[src/rtl/accum_readout_25.sv]
// accum_readout_25
// Readout controller for the 25-bit MAC accumulator. A run starts with a
// one-cycle clear of the accumulator. The accumulator is then enabled for a
// programmed number of steps, and carry-outs are collected into a sticky
// overflow flag. The final sum is captured into an output register that the
// result collector drains over a valid/ready handshake.
//
// Optional feature (macro ACCUM_SAT_EN):
//   defined   - a window that overflowed captures all ones instead of the sum
//   undefined - the wrapped sum is captured as-is; out_ovf flags the wrap
//
// Ports:
//   sys_clk    system clock, rising edge
//   rst        synchronous active-high reset
//   start      one-cycle request to run a window (ignored while busy)
//   len        step count, sampled on accepted start (0 behaves as 1)
//   acc_data   accumulator running sum
//   acc_cout   accumulator adder carry-out for the current add
//   acc_en     accumulator enable
//   acc_clr    one-cycle accumulator clear
//   busy       window in progress (accepted start until capture)
//   out_valid  captured result available
//   out_ready  consumer accepts the result
//   out_data   captured sum
//   out_ovf    sticky overflow of the captured window
module accum_readout_25 #(
    parameter int WIDTH = 25,
    parameter int CNT_W = 8
) (
    input  logic             sys_clk,
    input  logic             rst,
    input  logic             start,
    input  logic [CNT_W-1:0] len,
    input  logic [WIDTH-1:0] acc_data,
    input  logic             acc_cout,
    output logic             acc_en,
    output logic             acc_clr,
    output logic             busy,
    output logic             out_valid,
    input  logic             out_ready,
    output logic [WIDTH-1:0] out_data,
    output logic             out_ovf
);

    typedef enum logic [2:0] {
        IDLE,
        CLEAR,
        ACCUM,
        SETTLE,
        HOLD
    } state_t;

    state_t           state;
    state_t           state_nxt;
    logic [CNT_W-1:0] cnt;
    logic             sticky;
    logic             capture;

    always_ff @(posedge sys_clk) begin
        if (rst) begin
            state <= IDLE;
        end else begin
            state <= state_nxt;
        end
    end

    // A capture may happen when the output register is empty, or when it is
    // being drained in this same cycle. Draining and refilling in one cycle
    // avoids a bubble between back-to-back windows.
    always_comb begin
        state_nxt = state;
        acc_en    = 1'b0;
        acc_clr   = 1'b0;
        busy      = 1'b1;
        capture   = 1'b0;
        case (state)
            IDLE: begin
                busy = 1'b0;
                if (start) begin
                    state_nxt = CLEAR;
                end
            end
            CLEAR: begin
                acc_clr   = 1'b1;
                state_nxt = ACCUM;
            end
            ACCUM: begin
                acc_en = 1'b1;
                if (cnt == CNT_W'(1)) begin
                    state_nxt = SETTLE;
                end
            end
            SETTLE, HOLD: begin
                capture   = !out_valid || out_ready;
                state_nxt = capture ? IDLE : HOLD;
            end
            default: begin
                busy      = 1'b0;
                state_nxt = IDLE;
            end
        endcase
    end

    always_ff @(posedge sys_clk) begin
        if (rst) begin
            cnt       <= '0;
            sticky    <= 1'b0;
            out_valid <= 1'b0;
            out_data  <= '0;
            out_ovf   <= 1'b0;
        end else begin
            if (state == IDLE && start) begin
                cnt    <= (len == '0) ? CNT_W'(1) : len;
                sticky <= 1'b0;
            end else if (state == ACCUM) begin
                cnt    <= cnt - CNT_W'(1);
                sticky <= sticky | acc_cout;
            end

            if (capture) begin
                out_valid <= 1'b1;
`ifdef ACCUM_SAT_EN
                out_data  <= sticky ? {WIDTH{1'b1}} : acc_data;
`else
                out_data  <= acc_data;
`endif
                out_ovf   <= sticky;
            end else if (out_valid && out_ready) begin
                out_valid <= 1'b0;
            end
        end
    end

endmodule

[config.mk]
export PLATFORM = sky130hd
export DESIGN_NAME = accum_readout_25
export DESIGN_NICKNAME = d
export VERILOG_FILES = /design/src/rtl/accum_readout_25.sv
export SDC_FILE = /design/constraint.sdc
export NUM_CORES = 1
export LEC_CHECK = 0
export ABC_AREA = 0
export CAP_MARGIN = 20
export CORE_MARGIN = 3
export CORE_UTILIZATION = 47
export CTS_BUF_LIST = sky130_fd_sc_hd__clkbuf_4 sky130_fd_sc_hd__clkbuf_8
export DETAILED_ROUTE_END_ITERATION = 10
export GPL_ROUTABILITY_DRIVEN = 0
export PLACE_DENSITY_LB_ADDON = 0.2
export SLEW_MARGIN = 20
export SYNTH_ARGS = -nofsm -noshare
export SYNTH_HDL_FRONTEND = slang
export SYNTH_SLANG_ARGS = --single-unit
[constraint.sdc]
create_clock -name sys_clk -period 2.9 [get_ports sys_clk]
set_input_delay 0.58 -clock sys_clk [delete_from_list [all_inputs] [get_ports sys_clk]]
set_output_delay 0.58 -clock sys_clk [all_outputs]
set_load 0.01 [all_outputs]
# Word-level counts from Yosys, hierarchy flattened

Cells that the tools add are included.

Bits in registers: 39
Bits in latches: 0
Bits in writable memories: 0
ROM bits: 0
Output and inout bits: 30
Logic and storage cells: 40
Memories: 0

Add/subtract/negate cells: 1
Multiply operators: 0
Div/mod/pow operators: 0
Magnitude comparators: 0
Equality and inequality tests: 7
Shift operators: 0
Mux-type cells: 13
Bitwise gates (word level): 1
Reduce and logical (&&, ||, !) cells: 12

Operators with widths:

| kind                  | number |
|---|---|
| $mux W8               | 3 |
| $pmux W3 S4           | 1 |
| $mux W3               | 3 |
| $eq A8 B1 Y1 const B  | 1 |
| $logic_not A8 Y1      | 1 |
| $sub A8 B1 Y8 const B | 1 |
| $eq A3 B2 Y1 const B  | 2 |
| $mux W1               | 6 |
| $ne A2 B2 Y1 const B  | 2 |
| $reduce_bool A2 Y1    | 2 |
| $reduce_or A2 Y1      | 2 |
| $reduce_or A4 Y1      | 1 |
| $eq A3 B1 Y1 const B  | 1 |
| $eq A3 B3 Y1 const B  | 1 |
| $logic_not A3 Y1      | 1 |
| $logic_and A1 B1 Y1   | 2 |
| $reduce_and A2 Y1     | 1 |
| $logic_not A1 Y1      | 1 |
| $logic_or A1 B1 Y1    | 1 |
| $or A1 B1 Y1          | 1 |

# Longest topological paths before layout

Gate-level depths: netlist (run 1).

Word-level depth: 4
Gate-level depth with buffers: 7

# Worst setup path before layout (run 1)

OpenSTA, ideal clock, no wires.

Path type: flip-flop to flip-flop
Start point: register state[0]
End point: register cnt[7]
Arrival: 1.609 ns
Slack: 1.163 ns
Cell stages (with the launch flop): 6
Buffers on the path: 1
Cell sequence: dfxtp_1 buf_6 or3b_4 or4_4 o311ai_2 a21oi_1

Cells in the longest elaborated chain, start to end: 3
Elaborated cells on any way between the ends: 5
Classes of those cells: eq/ne (1); mux (1); reduce/logical (3)

RTL lines:

| item                                          | RTL line | source |
|---|---|---|
| start: declaration                            | 53       | `state_t state;` |
| start signal: assignment                      | 63       | `state <= state_nxt;` |
| $logic_not A3 Y1                              | 112      | `if (state == IDLE && start) begin` |
| $logic_and A1 B1 Y1                           | 112      |  |
| $mux W8 or $reduce_bool A2 Y1 (tied branches) | --       |  |
| end signal: assignment                        | 113      | `cnt <= (len == '0) ? CNT_W'(1) : len;` |
| end signal: assignment                        | 116      | `cnt <= cnt - CNT_W'(1);` |
| end: declaration                              | 55       | `logic [CNT_W-1:0] cnt;` |

Several ways; a longest one is shown, not always the timed one.
A chain may end at the register's enable or synchronous reset.

# Final worst setup path (run 1)

Start point: register state[1]
End point: output acc_en

Cells in the longest elaborated chain, start to end: 2

RTL lines:

| item             | RTL line | source |
|---|---|---|
| $eq A3 B2 Y1     | 76       | `case (state)` |
| $mux W1          | 76       |  |
| end: declaration | 36       | `output logic acc_en,` |

No other way between the ends.

==> reports/results.txt, run 1 <==
Deepest clock path buffer count: 2. TritonCTS built the clock tree. The run gives 0.007142 ns as the clock tree skew after final layout. The full die area is 0.004276 mm2.

Setup repair after global routing left no endpoint under its margin. The flow ran to the end, and the final reports show no timing, DRC or antenna violations. The die extent in x was 65.39 um; the worst-case register-to-register setup slack was 0.90 ns. The number of port buffers came out at 67. The logs give 0 for the number of nets with antenna violations after routing and 1491 for the count of vias placed by the detailed router. The run gives 2.07 ns as the arrival time reported for the critical path endpoint. The post-synthesis share of cell area spent on and, or, nand and nor gates is 0.1789.

The synthesis-to-finish area growth is 45.28%. Derived from the worst setup path, the maximum achievable clock frequency is 378.0 MHz. The initial antenna violation count is 0. sky130_fd_sc_hd__dfxtp_1 is the most common cell in the netlist. The tools report the detailed router's first-iteration violation count as 58.

The type of destination of the critical path was an output port. Clock sink total: 39. The highest net fanout along the worst path was 12; the fraction of the core area covered by cells at the end of the flow was 0.7520. The area taken by flip-flops and latches is 780.7 um2. The net count of the finished layout is 273. For the core footprint, the log shows 0.003203 mm2. The antenna diode instance count is 0.

By count the netlist is led by 39 x sky130_fd_sc_hd__dfxtp_1, 30 x sky130_fd_sc_hd__nor2_1, 26 x sky130_fd_sc_hd__mux2i_1. Mux share of post-synthesis cell area: 0.1570. The hold violation count in the final report is 0. In this run the worst setup path terminates at acc_en. The kind of path behind the tightest hold check was flip-flop to flip-flop. After synthesis the cells add up to 0.001658 mm2. The run gives 0 as the number of buffers inserted for hold repair after clock tree synthesis.

The first TritonRoute pass finished after 5 iterations. In the final routed layout, each cell accounts on average for 14.33 um. The share of the clock period used by the worst path was 0.9122; the combined area of the multi-input logic cells was 803.3 um2. The path depth of the worst reg2reg path is 4. The synthesized design contains 0 enable-type register cells. The aggregate routed wire length is 3970 um, and the number of setup buffers added after CTS is 0. The number of violations of the max-capacitance limit was 0; the half-perimeter wire length after placement was 3003 um. After synthesis, the cell types taking the most area are sky130_fd_sc_hd__dfxtp_1 47%, sky130_fd_sc_hd__mux2i_1 16%, sky130_fd_sc_hd__nor2_1 6.8%, sky130_fd_sc_hd__a21oi_1 2.4%, sky130_fd_sc_hd__xnor2_1 2.1%.

Across the VDD grid, the largest voltage drop is 0.2684 mV. The run gives 0 as the number of warning messages in the yosys log. In this run the vertical extent of the chip is 65.39 um. The final number of setup-violating endpoints came out at 0.

The layout filler cell count was 253. The combinational family with the most area after synthesis is simple AND/OR/NAND/NOR gates. The worst register-to-register path begins at state[1]$_SDFFE_PP0P_. Total power for the finished layout comes to 1.074 mW.

The leakage power summed over all cells is 0.8302 nW, and the total overflow reported by the global router is 0. The post-synthesis sequential element count is 39, and the post-detailed-route DRC marker count is 0. The count of standard-cell rows was 20.

The netlist uses 39 different library cells. The run gives 0 as the final max-slew violation count. When the netlist entered floorplanning its net count stood at 207. The post-layout minimum cycle time was 2.645 ns; the pin count of the biggest net entering global routing was 40. Tracing the worst setup path back leads to its startpoint at state[1]$_SDFFE_PP0P_. The tools report the final sum of negative setup slack as 0 ns. The total routing usage reported by global routing is 0.1986. The run gives 2.32 ns as the critical path required time.

The capture instance of the worst register-to-register path is cnt[5]$_SDFFE_PP0P_. The per-instance average area after synthesis works out to 9.927 um2. The tools report the count of instances resized after the clock tree is built as 0. The type of the setup path with the least slack is flip-flop to output port. The fraction of synthesized cell area taken by the top area cell type works out to 0.4709. For this run, the leading register cell type out of synthesis is sky130_fd_sc_hd__dfxtp_1. Of all cell types, the one taking the most synthesized area is sky130_fd_sc_hd__dfxtp_1. The areal power density over the cells is 445.7 mW/mm2, and the clock transition at the register clock pins on the worst setup and hold paths after CTS is 0.11 ns. The clock buffer count from CTS was 5; the async set or reset register ratio after synthesis was 0. Fraction of final layout cells with drive strength greater than 1: 0.06009. The tools report the normalized max-slew margin as 0.4958. The measured slew at the worst slew-check pin was 0.7506 ns. The first-pass GRT wire length was 6589 um. CTS built an H-tree with a depth of 2.

The synthesized-area fraction occupied by adder cells was 0.01509; the clock latency of the later-clocked register in the worst-skew pair was 0.34 ns. The area share of xor/xnor cells in the synthesized design is 0.02113, and the sequential share of the synthesized area is 0.4709. The run gives 68 as the number of I/O pins. The run gives 0.5176 as the initial standard-cell utilization of the core. Area fraction in compound gates after synthesis: 0.1057. In the synthesized netlist, the number of instances is 167. In the routed layout, each cell is associated on average with a via count of 5.383. The via count of the first global-routing pass was 1459. The worst setup path is launched from a flip-flop.

The CTS root buffer was sky130_fd_sc_hd__clkbuf_4.
==> cell families (layout without fill, tap and decap cells) <==
group / Yosys count / count (layout)
buffers and inverters: 14 / 80
AND/OR/NAND/NOR: 59 / 59
flip-flops: 39 / 39
multiplexers: 26 / 26
XOR/XNOR: 4 / 4
adder cells (fa/ha/maj): 2 / 2
AO/OA/AOI/OAI: 23 / 23
==> cell type report <==
cell class / count / share of cell area
multi-input combinational: 114 / 0.3335
sequential: 39 / 0.3242
timing repair buffer: 69 / 0.2899
tap: 44 / 0.02286
clock buffer: 6 / 0.02130
inverter: 4 / 0.006234
clock inverter: 1 / 0.002078
==> flip-flops by register name, indices dropped and copies added, names as in the netlist <==
register / count
out_data: 25
out_valid: 1
sticky: 1
cnt: 8
out_ovf: 1
state: 3
==> report_power, final <==
group	switching (mW)	internal [mW]
Combinational	0.0889	0.120
Sequential	0.0265	0.559
Clock	0.167	0.112
==> routing by layer <==
layer	share of wire	GRT usage	vias to the layer above
li1	-	-	724
met3	0.075	0.05128	10
met4	0.018	0.08031	0
met5	0	0	-
met2	0.49	0.3552	67
met1	0.42	0.2225	690
==> worst min-delay path by stage <==
stage	start	endpoint	slack [ns]	cells past startpoint
floorplan	cnt[5]$_SDFFE_PP0P_	cnt[5]$_SDFFE_PP0P_	0.45	2
finish	out_data[16]$_SDFFE_PP0P_	out_data[16]$_SDFFE_PP0P_	0.51	2
CTS	cnt[5]$_SDFFE_PP0P_	cnt[5]$_SDFFE_PP0P_	0.51	2
global placement	cnt[5]$_SDFFE_PP0P_	cnt[5]$_SDFFE_PP0P_	0.46	2
detailed placement	out_data[16]$_SDFFE_PP0P_	out_data[16]$_SDFFE_PP0P_	0.48	2
global route	cnt[5]$_SDFFE_PP0P_	cnt[5]$_SDFFE_PP0P_	0.54	2
==> placed cells by master, fill, tap and decap left out, types with 2 or more instances in the layout <==
cell type / synthesis / routed
sky130_fd_sc_hd__nand2b_1: 5 / 5
sky130_fd_sc_hd__xnor2_1: 4 / 4
sky130_fd_sc_hd__a211oi_1: 3 / 3
sky130_fd_sc_hd__clkdlybuf4s50_1: 0 / 67
sky130_fd_sc_hd__ha_1: 2 / 2
sky130_fd_sc_hd__nor4_1: 4 / 4
sky130_fd_sc_hd__nand3_1: 3 / 3
sky130_fd_sc_hd__mux2i_1: 26 / 26
sky130_fd_sc_hd__nor3_1: 6 / 6
sky130_fd_sc_hd__clkbuf_4: 0 / 5
sky130_fd_sc_hd__inv_1: 4 / 4
sky130_fd_sc_hd__nor2_1: 30 / 30
sky130_fd_sc_hd__dfxtp_1: 39 / 39
sky130_fd_sc_hd__nand2_1: 2 / 2
sky130_fd_sc_hd__a21oi_1: 8 / 8
==> critical path: stages, from the launching register on <==
cell and delay, ns:
sky130_fd_sc_hd__dfxtp_1 0.56, sky130_fd_sc_hd__or3b_4 0.47, sky130_fd_sc_hd__inv_1 0.14, sky130_fd_sc_hd__clkdlybuf4s50_1 0.56
==> metrics by stage <==
stage	area [um2]	instances	hold slack (ns)	setup slack [ns]
2_1_floorplan	1658	167	0.4511	1.163
3_3_place_gp	2352	270	0.4611	0.6771
3_5_place_dp	2352	270	0.4850	0.6549
4_1_cts	2409	277	0.5093	0.2554
5_1_grt	2409	277	0.5370	0.1564
6_report	2409	277	0.5058	0.2545
Note: power is estimated with default switching activity, not from simulation.
==> inputs of run 2 (changes only) <==
Settings changed: CTS_CLUSTER_SIZE set to 40.
==> results of run 2 <==
Final layout, timing and power as in run 1 (identical DEF).
